<file path="src/rtl/controle_estoque_rolhas.sv">
// rtl/controle_estoque_rolhas.sv - cork stock counter with supervised refill exchange
// Optional macro CONTADOR_GARRAFAS_EN enables the 16-bit TOTAL_VEDADAS seal counter.
module controle_estoque_rolhas #(
    parameter int W          = 5,
    parameter int MAX_ROLHAS = 20,
    parameter int LIMIAR_MIN = 5,
    parameter int TIMEOUT    = 1000,
    parameter int TW         = 10
) (
    input  logic         CLOCK,
    input  logic         RESET,
    input  logic         DECREMENTA_ROLHA,
    input  logic         ADICIONA_ROLHA,
    input  logic         LIMPA_FALHA,
    output logic [W-1:0] ESTOQUE,
    output logic         ROLHAS_DISPONIVEIS,
    output logic         ESTOQUE_BAIXO,
    output logic         REQ_REPOSICAO,
    output logic         FALHA_REPOSICAO,
    output logic         ERRO_SUBFLUXO,
    output logic [15:0]  TOTAL_VEDADAS
);

    typedef enum logic [1:0] {
        NORMAL  = 2'd0,
        REPONDO = 2'd1,
        FALHA   = 2'd2
    } estado_t;

    localparam logic [W-1:0]  MAX_W       = W'(MAX_ROLHAS);
    localparam logic [W-1:0]  LIMIAR_W    = W'(LIMIAR_MIN);
    localparam logic [TW-1:0] TIMEOUT_FIM = TW'(TIMEOUT - 1);

    estado_t       estado;
    logic [TW-1:0] timer;
    logic [W-1:0]  estoque_prox;
    logic          soma;
    logic          subtrai;
    logic          subfluxo;

    // Simultaneous DEC and ADD cancel out: the seal is still accepted.
    assign soma     = ADICIONA_ROLHA && !DECREMENTA_ROLHA && (ESTOQUE != MAX_W);
    assign subtrai  = DECREMENTA_ROLHA && !ADICIONA_ROLHA && (ESTOQUE != '0);
    assign subfluxo = DECREMENTA_ROLHA && !ADICIONA_ROLHA && (ESTOQUE == '0);

    always_comb begin
        estoque_prox = ESTOQUE;
        if (soma) begin
            estoque_prox = ESTOQUE + W'(1);
        end else if (subtrai) begin
            estoque_prox = ESTOQUE - W'(1);
        end
    end

    always_ff @(posedge CLOCK or negedge RESET) begin
        if (!RESET) begin
            ESTOQUE       <= '0;
            ERRO_SUBFLUXO <= 1'b0;
        end else begin
            ESTOQUE <= estoque_prox;
            if (subfluxo) begin
                ERRO_SUBFLUXO <= 1'b1;
            end else if (LIMPA_FALHA) begin
                ERRO_SUBFLUXO <= 1'b0;
            end
        end
    end

    // Reaching full stock takes precedence over the refill timeout.
    always_ff @(posedge CLOCK or negedge RESET) begin
        if (!RESET) begin
            estado <= NORMAL;
            timer  <= '0;
        end else begin
            case (estado)
                NORMAL: begin
                    if (ESTOQUE <= LIMIAR_W) begin
                        estado <= REPONDO;
                        timer  <= '0;
                    end
                end
                REPONDO: begin
                    if (estoque_prox == MAX_W) begin
                        estado <= NORMAL;
                    end else if (ADICIONA_ROLHA) begin
                        timer <= '0;
                    end else if (timer == TIMEOUT_FIM) begin
                        estado <= FALHA;
                    end else begin
                        timer <= timer + TW'(1);
                    end
                end
                FALHA: begin
                    if (LIMPA_FALHA) begin
                        estado <= NORMAL;
                    end
                end
                default: begin
                    estado <= NORMAL;
                end
            endcase
        end
    end

    assign ROLHAS_DISPONIVEIS = (ESTOQUE != '0);
    assign ESTOQUE_BAIXO      = (ESTOQUE <= LIMIAR_W);
    assign REQ_REPOSICAO      = (estado == REPONDO);
    assign FALHA_REPOSICAO    = (estado == FALHA);

`ifdef CONTADOR_GARRAFAS_EN
    logic        aceita;
    logic [15:0] total;

    assign aceita = DECREMENTA_ROLHA && !subfluxo;

    always_ff @(posedge CLOCK or negedge RESET) begin
        if (!RESET) begin
            total <= 16'd0;
        end else if (aceita) begin
            total <= total + 16'd1;
        end
    end

    assign TOTAL_VEDADAS = total;
`else
    assign TOTAL_VEDADAS = 16'd0;
`endif

endmodule
</file>
<file path="config.mk">
export PLATFORM = sky130hd
export DESIGN_NAME = controle_estoque_rolhas
export DESIGN_NICKNAME = d
export VERILOG_FILES = /design/src/rtl/controle_estoque_rolhas.sv
export SDC_FILE = /design/constraint.sdc
export NUM_CORES = 1
export LEC_CHECK = 0
export CAP_MARGIN = 20
export CORE_MARGIN = 2
export CORE_UTILIZATION = 50
export CTS_BUF_LIST = sky130_fd_sc_hd__clkbuf_8
export CTS_CLUSTER_SIZE = 24
export DETAILED_ROUTE_END_ITERATION = 10
export PLACE_DENSITY = 0.79
export SYNTH_ARGS = -nofsm -noshare
export SYNTH_HDL_FRONTEND = slang
export SYNTH_SLANG_ARGS = --single-unit
</file>
<file path="constraint.sdc">
create_clock -name CLOCK -period 3.7 [get_ports CLOCK]
set_input_delay 1.11 -clock CLOCK [delete_from_list [all_inputs] [get_ports CLOCK]]
set_output_delay 1.11 -clock CLOCK [all_outputs]
set_load 0.005 [all_outputs]
</file>
Yosys cells after proc, flatten, opt, wreduce, memory -nomap -nowiden
Cells that the tools add are included.
{ "op_classes": {"multipliers": 0, "order_cmp": 1, "n_bitwise": 0, "n_reduce_logical": 14, "div": 0, "n_eq_ne": 11, "shift": 0, "n_addsub": 3, "mux": 15} }
{ "ops": {"columns": ["op", "n"], "rows": [
  ["10-bit two-way mux", 4],
  ["10-bit case mux with 2 select lines", 1],
  ["10-bit by 1-bit adder with 10-bit output, second input constant", 1],
  ["10-bit == test, second input constant", 1],
  ["2-bit two-way mux", 5],
  ["5-bit two-way mux", 2],
  ["4-bit AND reduction", 2],
  ["2-bit inequality test, second input constant", 3],
  ["2-bit case mux with 3 select lines", 1],
  ["5-bit by 1-bit adder with 5-bit output, second input constant", 1],
  ["5-bit == test, second input constant", 1],
  ["5-bit by 3-bit <= comparator with 1-bit output, second input constant", 1],
  ["1-bit logical AND", 5],
  ["5-bit zero test", 1],
  ["5-bit inequality test, second input constant", 1],
  ["5-bit nonzero test", 1],
  ["5-bit by 1-bit subtractor with 5-bit output, second input constant", 1],
  ["2-bit nonzero test", 2],
  ["3-bit by 1-bit inequality test with 1-bit output, second input constant", 1],
  ["3-bit by 2-bit inequality test with 1-bit output, second input constant", 1],
  ["3-bit inequality test, second input constant", 1],
  ["2-bit by 1-bit == test with 1-bit output, second input constant", 1],
  ["2-bit == test, second input constant", 1],
  ["1-bit zero test", 2],
  ["2 further kinds", 3]
]} }
{ "totals": {"register_bits": 18, "in_bits": 5, "romBits": 0, "out_inout_bits": 26, "ramBits": 0, "latchBits": 0, "memories": 0, "wordCells": 48} }

Depth between registers and ports, before layout
{ "logic_depth": {"word_depth": 8, "mapped_depth": 10, "ltp_nobuf": 9} }

Least setup slack after synthesis
Ideal clock, no wire load.
{ "synth_timing": {"path_kind": "input-to-reg", "startpoint": "input DECREMENTA_ROLHA", "endpoint": "register timer[2]", "n_path_buf": 1, "setup_ns": 0.121, "arrival_time_ns": 2.489, "cell_stages": 7, "setup_slack_ns": 1.090, "cell_sequence": "nor2b_1 -> and4_4 -> or3_4 -> a221oi_2 -> buf_6 -> o31ai_1 -> a22o_1"} }
{ "synth_via": {"elab_chain_len": 7} }
{ "synth_rtl": {"columns": ["item", "line", "text"], "rows": [
  ["start, declared", "12", "input logic DECREMENTA_ROLHA,"],
  ["1-bit logical AND / 1-bit zero test (equally long branches)", "43, 42", null],
  ["1-bit logical AND (on tied branches)", "43, 42", null],
  ["5-bit two-way mux / 1-bit logical AND (equally long branches)", "50, 42", null],
  ["5-bit two-way mux (*)", "48", "if (soma) begin"],
  ["5-bit == test (*)", "83", "if (estoque_prox == MAX_W) begin"],
  ["2-bit inequality test (no source line) (*)", null, null],
  ["4-bit AND reduction (no source line) (*)", null, null],
  ["end signal, assigned", "90", "timer <= timer + TW'(1);"],
  ["end, declared", "35", "logic [TW-1:0] timer;"]
]} }
Mark *: on every way between the ends. The rest lies on a longest branch, timed or not.
A chain may end at the register's enable or synchronous reset.

Worst setup path in the final report
{ "layout_timing": {"startpoint": "register ESTOQUE[0]", "endpoint": "output ROLHAS_DISPONIVEIS"} }
{ "layout_via": {"elab_chain_len": 1} }
{ "layout_rtl": {"columns": ["item", "line", "text"], "rows": [
  ["start, declared", "15", "output logic [W-1:0] ESTOQUE,"],
  ["start signal, assigned", "60", "ESTOQUE <= estoque_prox;"],
  ["5-bit nonzero test", "105", "assign ROLHAS_DISPONIVEIS = (ESTOQUE != '0);"],
  ["end, declared", "16", "output logic ROLHAS_DISPONIVEIS,"]
]} }
Every way passes these cells.

==> impl_summary.txt <==
----------------------------------------------------
[Placement]
  Inst Count DP ... roughly 200
  Placed Instance Area ... approximately 1500 sq um
  Number of input and output port buffers inserted ... 14
  Post-detailed-placement half-perimeter wirelength ... 2.109 mm
  Placer Congestion ... 0.8664

[Critical path]
  End of the critical path ... ROLHAS_DISPONIVEIS
  Reg2Reg Launch Point ... ESTOQUE[0]$_DFF_PN0_
  CP Launch Point ... ESTOQUE[0]$_DFF_PN0_
  Required time of the worst setup path ... approximately 2.6 ns
  Peak fanout along the critical path ... 7
  Kind of critical path ... reg2out
  RR Endpoint ... timer[2]$_DFFE_PN0P_
  Setup slack on the worst flop-to-flop path ... just over 0.9 ns
  Worst Reg2Reg Path Length in Cells ... 10
  Signal arrival time at the worst endpoint ... 2.05 ns
  Critical Path End Type ... primary output
  Startpoint types ... flop

[Worst hold path]
  Cell depth of the worst min-delay path ... 2
  Worst Hold Class ... reg2reg

[STA]
  Period utilisation layout ... a little under nine tenths
  Achievable Freq ... 316.1 MHz
  Final hold violations ... 0
  Unrepaired setup endpoints after global routing ... false
  Max Slew Vio Count ... 0
  Hold_ws ... ~0.55 ns
  Headroom to the max-slew limit ... between 40% and 50%
  Worst slew pin tran ... approximately 0.8 ns
  Setup Total Neg Slack ... 0 ns
  Largest clock skew in the final design ... around 0.0033 ns
  Shortest clock period the worst path allows after layout ... 3.163 ns
  Final setup viols ... 0

[Synth]
  Flop and latch count out of synthesis ... 18
  Synthesized cell area ... 1410 sq um
  Mean instance size in the synthesized netlist ... roughly 8.6 sq um
  Synth area leaders ... dfrtp_1, buf_4, nand2_1
  Cell variety after synth ... 47
  Post-Syn Instances ... between 150 and 200
  Top cell type by total area after synthesis ... dfrtp_1
  Number of enable flip-flop cells after synthesis ... 0
  Most used flip-flop cell after synthesis ... dfrtp_1
  Async set-reset flop share out of synthesis ... 100.0%
  Area share of the leading cell type in the synthesized netlist ... a little under a third
  Synth warnings ... 0
  Share of synthesized area occupied by flip-flops and latches ... roughly a third

[GRT]
  Antenna violations before repair ... 0
  Maximum number of pins on one net before global-route repair ... 19
  Number of global-route vias before repair ... 1152
  Total congestion overflow after global routing ... 0
  First-pass GRT wire length ... roughly 4.9 mm
  Global Route Usage Sum ... 18.58%

[Route]
  Mean routed wirelength per cell ... approximately 14 microns
  Number of vias per cell ... 5.971
  DRC violations left ... 0
  Violation count after the first detailed-route iteration ... slightly below 50
  Vias after detailed routing ... 1236
  Detailed Route WL ... ~2.8 mm
  Post-route antenna net violation count ... 0
  Drt pass-1 iters ... 4

[Clock tree]
  Number of gates resized after cts ... 0
  CTS root buf ... clkbuf_8
  Number of H-tree branching levels ... 1
  Setup Fix Bufs, Post-CTS ... 0
  TritonCTS clock tree ... built
  CTS Hold Buffers Added ... 0
  TritonCTS Buffers ... 3
  Clock Sinks ... 18
  Clock latency reported for the late side of the worst-skew pair ... between 0.2 and 0.3 ns
  Clock Pin Slew Worst Setup and Hold Paths ... around 0.07 ns
  Maximum number of buffers from clock root to sink ... 2

[Cells and area]
  Number of antenna diodes ... 0
  Area growth from synthesis to layout ... 9.583%
  Layout net count ... ~190
  Post-route insts no fill ... 207
  Fraction of layout instances using a drive strength above 1 ... approximately 6.8%
  Final std cell area, no fill ... roughly 1500 sq um

[Die]
  Number of standard-cell rows in the floorplan ... 19
  Die extent in x ... ~57 microns
  Die area ... around 3300 sq um
  Starting Density ... a little over half
  Count of boundary I/O pins ... 31
  DIE HEIGHT ... between 50 and 60 microns
  Core Area ... roughly 2700 sq um

[Pwr]
  Total power ... ~0.90 mW
  Leakage power ... roughly 0.67 nW
  Power density over the cells ... about 580 nW/um^2
  Worst supply voltage drop on vdd ... around 0.4 mV

[Status]
  Run status ... finished clean

[Job]
  Number of violations of the max-capacitance limit ... 0

----------------------------------------------------
flip-flops by register name, indices dropped and copies added (netlist names):
| register | flops |
|---|---|
| timer | 10 |
| ESTOQUE | 5 |
| estado | 2 |
| ERRO_SUBFLUXO | 1 |
critical path, cell delays in order, from the launching register on:
cell and delay [ns]:
dfrtp_1 0.45, inv_1 0.14, ha_1 0.30, nor4b_4 0.35
inv_2 0.09, clkdlybuf4s50_1 0.45
cell usage after synthesis, types with 2 or more instances:
library cell and number:
a21oi_1 2, a22o_1 8, and2_1 2, and3_1 3
buf_4 17, buf_6 2, dfrtp_1 18, ha_1 5
inv_1 7, mux2i_1 2, nand2_1 20, nand2b_1 4
nand3_1 5, nand3b_1 4, nand4_1 4, nor2_1 5
nor2b_1 4, nor3_1 4, o21ai_0 7, o21ai_1 7
o221ai_1 2, or3_1 7
through the flow:
step	worst slack, ns	util, %
final	0.5367	57.02
after CTS	0.5545	57.02
after floorplan	1.090	-
after global routing	0.4551	57.02
after global placement	0.4193	54.99
after detailed placement	0.3621	54.99
power by group:
| part | leakage (nW) | internal (mW) | switching (mW) |
|---|---|---|---|
| logic | 0.408 | 0.193 | 0.216 |
| registers | 0.233 | 0.239 | 0.0887 |
| clock network | 0.0288 | 0.0947 | 0.0662 |
| total | 0.670 | 0.526 | 0.371 |
area by class of cell:
type / instances / area (sq um)
inverter: 8 / 30.03
timing repair buffer: 15 / 147.6
tap: 31 / 38.79
fill: 268 / 1165
clock buffer: 4 / 55.05
multi-input combinational: 131 / 823.3
sequential: 18 / 450.4
per-layer routing:
| metal | share of wire [%] | wire length [microns] | global-route usage (%) | vias up |
|---|---|---|---|---|
| met5 | 0 | 0 | 0 | - |
| met4 | 1.9 | 53 | 7.641 | 0 |
| met3 | 3.7 | 104 | 2.721 | 5 |
| met2 | 51 | 1461 | 33.00 | 29 |
| met1 | 43 | 1221 | 22.46 | 618 |
| li1 | - | - | - | 584 |
worst min path at each step:
stage               slack, ns                        end                       from
finish                   0.55  ERRO_SUBFLUXO$_DFFE_PN0P_  ERRO_SUBFLUXO$_DFFE_PN0P_
global route             0.59       timer[9]$_DFFE_PN0P_       timer[9]$_DFFE_PN0P_
CTS                      0.55       timer[8]$_DFFE_PN0P_       timer[8]$_DFFE_PN0P_
detailed placement       0.52       timer[8]$_DFFE_PN0P_       timer[8]$_DFFE_PN0P_
global placement         0.51  ERRO_SUBFLUXO$_DFFE_PN0P_  ERRO_SUBFLUXO$_DFFE_PN0P_
floorplan                0.50       timer[8]$_DFFE_PN0P_       timer[8]$_DFFE_PN0P_
layout by cell type (no fill, tap or decap), types with 2 or more instances in the layout:
master	count
conb_1	16
o21ai_0	7
inv_1	7
nand3_1	5
and3_1	3
o221ai_1	2
and2_1	2
clkdlybuf4s50_1	14
nand2_1	20
clkbuf_8	4
nor2b_1	4
o21ai_1	7
nor3_1	4
nor2_1	5
nand2b_1	4
dfrtp_1	18
nand3b_1	4
a22o_1	8
or3_1	7
a21oi_1	2
ha_1	5
nand4_1	4
mux2i_1	2
cell families after synthesis:
group	Yosys count	synth area share, %
flops	18	31.94
xor+xnor	1	0.6212
mux	2	1.420
compound gates	35	17.66
fa+ha+maj	5	4.437
buf+inv	30	13.66
other cells	1	0.2659
simple gates	72	29.99
Power figures use the tool's default switching activity.
